File: src/rtl/uidbuf_ic_pkg.sv
// Shared definitions for the UI-side FDMA buffer interconnects (read and write):
// requester count, FSM state encoding and a one-hot helper.
package uidbuf_ic_pkg;

    localparam int NREQ        = 4;
    localparam int REQ_IDX_W   = 2;
    localparam int BURST_LEN_W = 16;

    typedef enum logic [1:0] {
        ST_IDLE = 2'd0,
        ST_REQ  = 2'd1,
        ST_BUSY = 2'd2,
        ST_DONE = 2'd3
    } ic_state_t;

    function automatic logic [NREQ-1:0] req_onehot(input logic [REQ_IDX_W-1:0] idx);
        logic [NREQ-1:0] v;
        v      = '0;
        v[idx] = 1'b1;
        return v;
    endfunction

endpackage

File: src/rtl/rr_arb4.sv
// Four-way combinational round-robin picker: the search starts one past the
// last granted index and wraps, so the last winner has lowest priority.
module rr_arb4
    import uidbuf_ic_pkg::*;
(
    input  logic [NREQ-1:0]      req,
    input  logic [REQ_IDX_W-1:0] last,
    output logic [REQ_IDX_W-1:0] gnt,
    output logic                 any
);

    logic [REQ_IDX_W-1:0] idx;
    logic                 found;

    always_comb begin
        gnt   = last;
        idx   = last;
        found = 1'b0;
        for (int i = 1; i <= NREQ; i++) begin
            idx = last + REQ_IDX_W'(i);
            if (!found && req[idx]) begin
                gnt   = idx;
                found = 1'b1;
            end
        end
    end

    assign any = |req;

endmodule

File: src/rtl/uidbufw_rr_interconnect.sv
// Round-robin interconnect sharing one FDMA write port among four requesters;
// address/size are latched at grant, data and beat strobes are muxed with zero latency.
module uidbufw_rr_interconnect
    import uidbuf_ic_pkg::*;
#(
    parameter int AXI_DATA_WIDTH = 128,
    parameter int AXI_ADDR_WIDTH = 32
) (
    input  logic                      ui_clk,
    input  logic                      ui_rst,

    input  logic [AXI_ADDR_WIDTH-1:0] fdma_waddr_1,
    input  logic                      fdma_wareq_1,
    input  logic [BURST_LEN_W-1:0]    fdma_wsize_1,
    input  logic [AXI_DATA_WIDTH-1:0] fdma_wdata_1,
    output logic                      fdma_wbusy_1,
    output logic                      fdma_wvalid_1,

    input  logic [AXI_ADDR_WIDTH-1:0] fdma_waddr_2,
    input  logic                      fdma_wareq_2,
    input  logic [BURST_LEN_W-1:0]    fdma_wsize_2,
    input  logic [AXI_DATA_WIDTH-1:0] fdma_wdata_2,
    output logic                      fdma_wbusy_2,
    output logic                      fdma_wvalid_2,

    input  logic [AXI_ADDR_WIDTH-1:0] fdma_waddr_3,
    input  logic                      fdma_wareq_3,
    input  logic [BURST_LEN_W-1:0]    fdma_wsize_3,
    input  logic [AXI_DATA_WIDTH-1:0] fdma_wdata_3,
    output logic                      fdma_wbusy_3,
    output logic                      fdma_wvalid_3,

    input  logic [AXI_ADDR_WIDTH-1:0] fdma_waddr_4,
    input  logic                      fdma_wareq_4,
    input  logic [BURST_LEN_W-1:0]    fdma_wsize_4,
    input  logic [AXI_DATA_WIDTH-1:0] fdma_wdata_4,
    output logic                      fdma_wbusy_4,
    output logic                      fdma_wvalid_4,

    output logic [AXI_ADDR_WIDTH-1:0] fdma_waddr,
    output logic                      fdma_wareq,
    output logic [BURST_LEN_W-1:0]    fdma_wsize,
    input  logic                      fdma_wbusy,
    input  logic                      fdma_wvalid,
    output logic [AXI_DATA_WIDTH-1:0] fdma_wdata,
    output logic [REQ_IDX_W-1:0]      grant_id
);

    ic_state_t                 state;
    ic_state_t                 state_nxt;
    logic [NREQ-1:0]           req;
    logic [REQ_IDX_W-1:0]      arb_gnt;
    logic                      arb_any;
    logic                      grant_take;
    logic                      busy_d;
    logic [NREQ-1:0]           wbusy_q;
    logic [NREQ-1:0]           wbusy_nxt;
    logic [NREQ-1:0]           wvalid_vec;

    logic [AXI_ADDR_WIDTH-1:0] req_addr [NREQ];
    logic [BURST_LEN_W-1:0]    req_size [NREQ];
    logic [AXI_DATA_WIDTH-1:0] req_data [NREQ];

    assign req = {fdma_wareq_4, fdma_wareq_3, fdma_wareq_2, fdma_wareq_1};

    assign req_addr[0] = fdma_waddr_1;
    assign req_addr[1] = fdma_waddr_2;
    assign req_addr[2] = fdma_waddr_3;
    assign req_addr[3] = fdma_waddr_4;
    assign req_size[0] = fdma_wsize_1;
    assign req_size[1] = fdma_wsize_2;
    assign req_size[2] = fdma_wsize_3;
    assign req_size[3] = fdma_wsize_4;
    assign req_data[0] = fdma_wdata_1;
    assign req_data[1] = fdma_wdata_2;
    assign req_data[2] = fdma_wdata_3;
    assign req_data[3] = fdma_wdata_4;

    rr_arb4 u_arb (
        .req  (req),
        .last (grant_id),
        .gnt  (arb_gnt),
        .any  (arb_any)
    );

    assign grant_take = (state == ST_IDLE) && arb_any;

    always_ff @(posedge ui_clk or posedge ui_rst) begin
        if (ui_rst) begin
            state <= ST_IDLE;
        end else begin
            state <= state_nxt;
        end
    end

    // A zero-length burst is acknowledged through DONE without touching the FDMA.
    always_comb begin
        state_nxt = state;
        case (state)
            ST_IDLE: if (arb_any) state_nxt = (req_size[arb_gnt] == '0) ? ST_DONE : ST_REQ;
            ST_REQ:  if (fdma_wbusy) state_nxt = ST_BUSY;
            ST_BUSY: if (busy_d && !fdma_wbusy) state_nxt = ST_DONE;
            ST_DONE: state_nxt = ST_IDLE;
            default: state_nxt = ST_IDLE;
        endcase
    end

    always_comb begin
        wbusy_nxt  = '0;
        wvalid_vec = '0;
        fdma_wdata = '0;
        if (grant_take) begin
            wbusy_nxt = req_onehot(arb_gnt);
        end else if (state_nxt == ST_REQ || state_nxt == ST_BUSY) begin
            wbusy_nxt = req_onehot(grant_id);
        end
        if (fdma_wvalid && (state == ST_REQ || state == ST_BUSY)) begin
            wvalid_vec = req_onehot(grant_id);
        end
        if (state != ST_IDLE) begin
            fdma_wdata = req_data[grant_id];
        end
    end

    always_ff @(posedge ui_clk or posedge ui_rst) begin
        if (ui_rst) begin
            busy_d     <= 1'b0;
            fdma_wareq <= 1'b0;
            fdma_waddr <= '0;
            fdma_wsize <= '0;
            wbusy_q    <= '0;
            grant_id   <= REQ_IDX_W'(NREQ - 1);
        end else begin
            busy_d     <= fdma_wbusy;
            fdma_wareq <= (state_nxt == ST_REQ);
            wbusy_q    <= wbusy_nxt;
            if (grant_take) begin
                fdma_waddr <= req_addr[arb_gnt];
                fdma_wsize <= req_size[arb_gnt];
                grant_id   <= arb_gnt;
            end
        end
    end

    assign fdma_wbusy_1  = wbusy_q[0];
    assign fdma_wbusy_2  = wbusy_q[1];
    assign fdma_wbusy_3  = wbusy_q[2];
    assign fdma_wbusy_4  = wbusy_q[3];
    assign fdma_wvalid_1 = wvalid_vec[0];
    assign fdma_wvalid_2 = wvalid_vec[1];
    assign fdma_wvalid_3 = wvalid_vec[2];
    assign fdma_wvalid_4 = wvalid_vec[3];

endmodule

File: config.mk
export PLATFORM = sky130hd
export DESIGN_NAME = uidbufw_rr_interconnect
export DESIGN_NICKNAME = d
export VERILOG_FILES = /design/src/rtl/uidbuf_ic_pkg.sv /design/src/rtl/rr_arb4.sv /design/src/rtl/uidbufw_rr_interconnect.sv
export SDC_FILE = /design/constraint.sdc
export NUM_CORES = 1
export LEC_CHECK = 0
export ABC_AREA = 1
export CORE_AREA = 2 2 355 357
export DETAILED_ROUTE_END_ITERATION = 7
export DIE_AREA = 0 0 357 359
export MAX_ROUTING_LAYER = met4
export PLACE_DENSITY_LB_ADDON = 0.05
export SYNTH_ARGS = -nofsm -noshare
export SYNTH_HDL_FRONTEND = slang
export SYNTH_HIERARCHICAL = 1
export SYNTH_SLANG_ARGS = --single-unit
export TNS_END_PERCENT = 5
File: constraint.sdc
create_clock -name ui_clk -period 7.2 [get_ports ui_clk]
set_clock_uncertainty 0.15 [all_clocks]
set_input_delay 1.44 -clock ui_clk [delete_from_list [all_inputs] [get_ports ui_clk]]
set_output_delay 1.44 -clock ui_clk [all_outputs]
set_load 0.02 [all_outputs]
==> results of run 1 <==
==> registers in the layout, indices dropped and copies added (netlist names) <==
register	flops
fdma_waddr	32
wbusy_q	4
grant_id	2
fdma_wareq	1
busy_d	1
fdma_wsize	16
state	2
==> critical path, cell delays in order <==
cell and delay, ps:
clkdlybuf4s50_1 530, nand2_1 70, nand2_1 130, nand2_2 80
nand2_4 90, inv_2 50, nand3_2 50, nand3_1 70
nand2_1 710, nand2_1 150, inv_2 670, a21oi_1 190
nand3_1 150, nor2_1 60, nand3_1 140, nand2_1 100
nand2_2 100, ha_1 230, or2_2 300, o21ai_0 140
==> metrics by stage <==
stage / utilization [%] / std cells / worst slack [ps] / hold slack [ps] / total power, mW
after floorplan: - / 1177 / 3380 / 441 / 4.58
after global placement: 14.5 / 3615 / 1300 / 314 / 8.50
after detailed placement: 14.5 / 3615 / 1260 / 314 / 8.43
final: 14.8 / 3661 / 1820 / 326 / 8.67
after global routing: 14.8 / 3659 / 1290 / 343 / 9.42
after CTS: 14.7 / 3631 / 1640 / 330 / 8.96
==> synthesized netlist by cell type, drive strengths merged <==
master  number  share of area, %
nand2      283                15
nand3      268                19
a22oi      157                16
a31oi      148                13
clkbuf      99               5.1
nor2        61               3.2
dfrtp       56                19
buf         34               2.7
inv         19               1.1
a41oi       14               1.7
nand4       12               1.0
o21ai        9              0.62
a21oi        5              0.40
ha           5              0.86
dfstp        2              0.72
and3         1             0.086
o22ai        1             0.086
or2          1             0.086
or4          1              0.10
xor2         1              0.12
==> power breakdown <==
group / total [mW] / switching, mW / internal (mW)
sequential: 0.645 / 0.134 / 0.511
combinational: 7.55 / 4.91 / 2.64
clock: 0.469 / 0.182 / 0.287
total: 8.67 / 5.23 / 3.44
==> cell families (layout without fill, tap and decap cells) <==
family,Yosys count,count (layout),synth area share [%]
AOI/OAI and AO/OA,334,334,31.8
xor gates and xnor gates,1,1,0.121
adders and majority gates,5,5,0.861
buffers and inverters,152,956,8.89
DFF,58,58,20.0
other,0,30,0
and+or+nand+nor,627,627,38.3
==> metal layers <==
| metal | part of all wire (%) | track usage [%] | up-vias | wire length, um |
|---|---|---|---|---|
| met2 | 54 | 29.9 | 638 | 54800 |
| met1 | 35 | 15.0 | 6338 | 35300 |
| met5 | 0 | - | - | 0 |
| met3 | 8.5 | 4.92 | 123 | 8590 |
| li1 | - | - | 6019 | - |
| met4 | 2.3 | 2.88 | 0 | 2310 |
==> layout by cell type, fill, tap and decap left out, types with 8 or more instances in the layout <==
| master | netlist | layout |
|---|---|---|
| nand3_1 | 267 | 267 |
| nand2_1 | 272 | 272 |
| buf_4 | 1 | 17 |
| inv_1 | 13 | 10 |
| o21ai_0 | 8 | 8 |
| dfrtp_1 | 56 | 56 |
| a31oi_1 | 148 | 148 |
| a41oi_1 | 14 | 14 |
| clkdlybuf4s50_1 | 0 | 898 |
| clkbuf_16 | 0 | 9 |
| nand4_1 | 12 | 12 |
| diode_2 | 0 | 30 |
| nor2_1 | 59 | 57 |
| a22oi_1 | 157 | 157 |
==> area by class of cell <==
| cell class | count | area [um2] | area share, % |
|---|---|---|---|
| flip-flops and latches | 58 | 1460 | 7.93 |
| well taps | 1650 | 2060 | 11.2 |
| diodes | 30 | 75.1 | 0.407 |
| clock inverters | 2 | 35.0 | 0.190 |
| multi-input cells | 967 | 5200 | 28.2 |
| repair buffers | 921 | 9240 | 50.1 |
| clock buffers | 14 | 264 | 1.43 |
| inverters | 19 | 86.3 | 0.469 |
==> worst min-delay path by stage <==
| stage | slack [ps] | startpoint | depth (start not counted) | end |
|---|---|---|---|---|
| floorplan | 440 | fdma_waddr[0]$_DFFE_PP0P_ | 2 | fdma_waddr[0]$_DFFE_PP0P_ |
| global placement | 310 | fdma_waddr[1]$_DFFE_PP0P_ | 2 | fdma_waddr[1]$_DFFE_PP0P_ |
| detailed placement | 310 | fdma_waddr[1]$_DFFE_PP0P_ | 2 | fdma_waddr[1]$_DFFE_PP0P_ |
| CTS | 330 | fdma_waddr[1]$_DFFE_PP0P_ | 2 | fdma_waddr[1]$_DFFE_PP0P_ |
| global route | 340 | fdma_waddr[0]$_DFFE_PP0P_ | 2 | fdma_waddr[0]$_DFFE_PP0P_ |
| finish | 330 | fdma_waddr[1]$_DFFE_PP0P_ | 2 | fdma_waddr[1]$_DFFE_PP0P_ |
==> flow_summary_export.csv, run 1 <==
group,metric,value,unit
status,outcome,"complete, no violations",
clocking,clkTransAtPathRegs,50,ps
power_and_ir_drop,p_per_area,470,nW/um2
sta,setup_viol,0,
detailed_routing,post-route-drc-count,0,
placed_design,hpwlAfterDp,83700,um
worst_setup_path,endpoint,"wbusy_q[0]$_DFF_PP0_",
global_route,grt_pass1_wl,131000,um
placed_design,port_buffers,898,
cells_and_area,fin_nets,2693,
floorplan,die_h,359,um
clocking,clockRootBuffer,"clkbuf_16",
worst_setup_path,endpoint_kind,"register",
sta,slew_viol_final,0,
detailed_routing,vias_per_cell,3.58,
power_and_ir_drop,cellLeakagePower,6.22,nW
clocking,clock_latency,350,ps
worst_setup_path,ff2ff_path_depth,18,
worst_setup_path,start_kind,"input pin",
global_route,grt_pass1_vias,14100,
sta,max_slew_margin,34.5,%
detailed_routing,postRouteAntennaNets,0,
global_route,grt_start_max_net_pins,118,
detailed_routing,drtIter0Drc,719,
sta,hold_viol_final,0,
global_route,track_usage,15.5,%
clocking,cts_buffer_depth,2,
floorplan,floorplan.die.width,357,um
worst_setup_path,worstReg2RegStart,"grant_id[0]$_DFFE_PP1P_",
sta,rsz0062_at_grt,"false",
placed_design,placed_area,18000,um2
cells_and_area,drive_above_1_share,3.33,%
clocking,cts_buffers,9,
worst_hold_path,hold_path_class,"register to register",
worst_setup_path,crit_fanout,37,
clocking,htree_num_levels,3,
floorplan,pin_count,899,
power_and_ir_drop,vdd_drop_max,0.194,mV
run,drv_cap,0,
synth,syn_area_per_cell,6.17,um2
synth,yosys_warnings,6,
detailed_routing,vias,13100,
cells_and_area,n_fill_cell,14400,
detailed_routing,first_pass_iters,5,
sta,worst_pin_slew,980,ps
cells_and_area,area_growth_syn_to_layout,154,%
floorplan,die-area,128000,um2
global_route,antenna_found_initial,71,
clocking,ctsResizeCount,0,
placed_design,place_congestion,0.885,
worst_setup_path,r2r-end,"wbusy_q[0]$_DFF_PP0_",
floorplan,initial_core_util,5.83,%
detailed_routing,routed_wl,101000,um
synth,netlist_area,7260,um2
synth,synth_fp_nets,1894,
worst_setup_path,crit_start,"fdma_wareq_1",
clocking,cts_tree,"done",
floorplan,coreArea,125000,um2
synth,synth-seq-cells,58,
clocking,ctsHoldBuffers,0,
clocking,cts.sink_count,58,
worst_setup_path,crit_type,"input pin to register",
synth,yosysUniqueCellTypes,32,
synth,synthCells,1177,
sta,finalCritPeriodShare,74.7,%
clocking,post_cts_buffers,0,
cells_and_area,stdcell_area,18400,um2
sta,fin_crit,5380,ps
global_route,gr-total-overflow,0,
worst_setup_path,critical_path_arrival,5490,ps
synth,synth_seq_area_share,20.0,%
worst_setup_path,r2r_slack,2000,ps
sta,fin_tns_setup,0,ps
worst_setup_path,required,7320,ps
detailed_routing,wire_per_inst,27.6,um
floorplan,rows,130,
sta,clock.fmax,0.186,GHz
Power figures use the tool's default switching activity.
==> run 2, diff against run 1 <==
--- a/config.mk
+++ b/config.mk
@@ -6,9 +6,9 @@
 export NUM_CORES = 1
 export LEC_CHECK = 0
 export ABC_AREA = 1
-export CORE_AREA = 2 2 355 357
+export CORE_AREA = 2 2 347 349
 export DETAILED_ROUTE_END_ITERATION = 7
-export DIE_AREA = 0 0 357 359
+export DIE_AREA = 0 0 349 351
 export MAX_ROUTING_LAYER = met4
 export PLACE_DENSITY_LB_ADDON = 0.05
 export SYNTH_ARGS = -nofsm -noshare
==> constraint.sdc (replaced) <==
create_clock -name ui_clk -period 5.5 [get_ports ui_clk]
set_clock_uncertainty 0.15 [all_clocks]
set_input_delay 1.1 -clock ui_clk [delete_from_list [all_inputs] [get_ports ui_clk]]
set_output_delay 1.1 -clock ui_clk [all_outputs]
set_load 0.02 [all_outputs]
==> run 2 against run 1 <==
  * First-iteration DRC count is 2.6% lower
  * Sequential power rose by 37%
  * Largest power group unchanged
  * Global-route usage is 0.89 points lower
  * Combinational power is 31% higher
  * Total power is 31% higher
  * Highest routed layer unchanged
  * Hold slack improved by 1.3 ps
  * Final cell count is 2.2% lower
  * Clock power up 29%
  * Via count fell by 1.4%
==> flow_summary_export.csv, run 2 (synthesis gave the netlist of run 1 again) <==
group,metric,value,unit
clocking,clkTransAtPathRegs,60,ps
cells_and_area,area_growth_syn_to_layout,154,%
floorplan,pin_count,899,
global_route,gr-total-overflow,0,
clocking,ctsHoldBuffers,0,
power_and_ir_drop,cellLeakagePower,6.30,nW
floorplan,rows,127,
cells_and_area,biggestRegsByFlops,"fdma_waddr x32, fdma_wsize x16, wbusy_q x4",
worst_setup_path,crit_start,"grant_id[0]$_DFFE_PP1P_",
global_route,grt_start_max_net_pins,91,
clocking,ctsResizeCount,0,
sta,fin_tns_setup,0,ps
power_and_ir_drop,p_int,4.59,mW
floorplan,coreArea,119000,um2
detailed_routing,routed_wl,92600,um
global_route,antenna_found_initial,63,
sta,setup_viol,0,
clocking,cts.sink_count,58,
cells_and_area,largest_register_ffs,32,
sta,finalCritPeriodShare,87.1,%
placed_design,hpwlAfterDp,76200,um
power_and_ir_drop,p_clk_share,5.3,%
clocking,cts_buffers,9,
cells_and_area,mostFrequentLayoutCell,"clkdlybuf4s50_1",
global_route,grt_pass1_vias,13600,
power_and_ir_drop,power_frac_comb,86.9,%
sta,clock.fmax,0.209,GHz
worst_setup_path,r2r_slack,1130,ps
detailed_routing,vias_per_cell,3.61,
detailed_routing,top_layer,"met4",
worst_setup_path,endpoint_kind,"output port",
run,drv_cap,0,
detailed_routing,m1WireLength,34300,um
clocking,cts_tree,"done",
power_and_ir_drop,pwr-share-seq,7.8,%
worst_setup_path,endpoint,"fdma_wdata[119]",
worst_hold_path,hold_path_class,"register to register",
detailed_routing,route.met3.wl,10000,um
power_and_ir_drop,finalPower,11.3,mW
detailed_routing,first_pass_iters,5,
sta,slew_viol_final,0,
worst_setup_path,required,4250,ps
cells_and_area,most-common-layout-cells,"clkdlybuf4s50_1 (882), nand2_1 (272), nand3_1 (267), a22oi_1 (157), a31oi_1 (148)",
clocking,clock_latency,340,ps
sta,rsz0062_at_grt,"false",
floorplan,initial_core_util,6.10,%
sta,fin_crit,4790,ps
cells_and_area,fin_nets,2700,
cells_and_area,drive_above_1_share,4.58,%
sta,worst_pin_slew,966,ps
detailed_routing,vias,12900,
power_and_ir_drop,p_per_area,616,nW/um2
detailed_routing,post-route-drc-count,0,
detailed_routing,wire_per_inst,25.9,um
power_and_ir_drop,switching_share,59.5,%
sta,max_slew_margin,35.6,%
global_route,grt_pass1_wl,119000,um
detailed_routing,postRouteAntennaNets,0,
worst_setup_path,crit_type,"register to output port",
power_and_ir_drop,vdd_drop_max,0.360,mV
worst_setup_path,crit_fanout,63,
global_route,track_usage,14.6,%
cells_and_area,max_flop_register,"fdma_waddr",
power_and_ir_drop,p_switching,6.75,mW
worst_setup_path,worstReg2RegStart,"grant_id[1]$_DFFE_PP1P_",
worst_setup_path,start_kind,"register",
clocking,clockRootBuffer,"clkbuf_16",
placed_design,port_buffers,898,
clocking,post_cts_buffers,0,
worst_setup_path,r2r-end,"wbusy_q[0]$_DFF_PP0_",
status,outcome,"complete, no violations",
floorplan,die-area,122000,um2
floorplan,floorplan.die.width,349,um
floorplan,die_h,351,um
detailed_routing,met2_length,47300,um
placed_design,place_congestion,0.799,
sta,hold_viol_final,0,
clocking,htree_num_levels,3,
clocking,cts_buffer_depth,2,
detailed_routing,drtIter0Drc,700,
worst_setup_path,ff2ff_path_depth,20,
worst_setup_path,critical_path_arrival,3540,ps
[run 2: routing by layer]
metal | up-vias | track usage, %
li1 | 6042 | -
met1 | 6171 | 15.0
met2 | 654 | 25.3
met3 | 63 | 6.59
met4 | 0 | 3.83
met5 | - | -
[run 2: worst max-delay path, stage by stage, from the launching register on]
cell and delay (ps):
dfstp_4 880, buf_4 700, nand3_1 460, a31oi_1 330, clkdlybuf4s50_1 650
[run 2: how the worst min path moves through the flow]
stage                                     startpoint                         end  slack [ps]  cells after the start
after floorplan            fdma_waddr[0]$_DFFE_PP0P_   fdma_waddr[0]$_DFFE_PP0P_         440                      2
after global placement    fdma_waddr[20]$_DFFE_PP0P_  fdma_waddr[20]$_DFFE_PP0P_         310                      2
after detailed placement  fdma_waddr[23]$_DFFE_PP0P_  fdma_waddr[23]$_DFFE_PP0P_         320                      2
after CTS                  fdma_waddr[2]$_DFFE_PP0P_   fdma_waddr[2]$_DFFE_PP0P_         330                      2
after global routing      fdma_waddr[23]$_DFFE_PP0P_  fdma_waddr[23]$_DFFE_PP0P_         350                      2
final                     fdma_waddr[20]$_DFFE_PP0P_  fdma_waddr[20]$_DFFE_PP0P_         330                      2
[run 2: cell type report]
cell class	count	area [um2]
Timing Repair Buffer	928	9320
Fill cell	13600	101000
Sequential cell	58	1460
Antenna cell	43	108
Tap cell	1548	1940
Clock inverter	4	50.0
Clock buffer	12	256
Inverter	19	86.3
Multi-Input combinational cell	967	5200
[run 2: metrics by stage]
stage	setup slack, ps	cells	cell area (um2)	util (%)	hold WS, ps
after global placement	480	3520	18000	15.1	313
after detailed placement	454	3520	18000	15.1	317
after floorplan	2020	1177	7260	-	441
after global routing	523	3575	18400	15.5	353
after CTS	600	3536	18300	15.4	333
final	710	3579	18400	15.5	327
[run 2: power groups by stage]
stage               combinational (mW)  sequential, mW  clock [mW]
floorplan                         4.98            1.01           0
global placement                  10.2           0.904           0
detailed placement                10.1           0.905           0
CTS                               10.2           0.896       0.643
global route                      10.8           0.919       0.652
finish                            9.86           0.883       0.604
==> run 3, diff against run 2 <==
--- a/config.mk
+++ b/config.mk
@@ -7,10 +7,12 @@
 export LEC_CHECK = 0
 export ABC_AREA = 1
 export CORE_AREA = 2 2 347 349
+export CTS_CLUSTER_SIZE = 12
 export DETAILED_ROUTE_END_ITERATION = 7
 export DIE_AREA = 0 0 349 351
 export MAX_ROUTING_LAYER = met4
 export PLACE_DENSITY_LB_ADDON = 0.05
+export SKIP_CTS_REPAIR_TIMING = 1
 export SYNTH_ARGS = -nofsm -noshare
 export SYNTH_HDL_FRONTEND = slang
 export SYNTH_HIERARCHICAL = 1
==> results of run 3 <==
The final DEF is identical to that of run 2; final timing and power are the same.
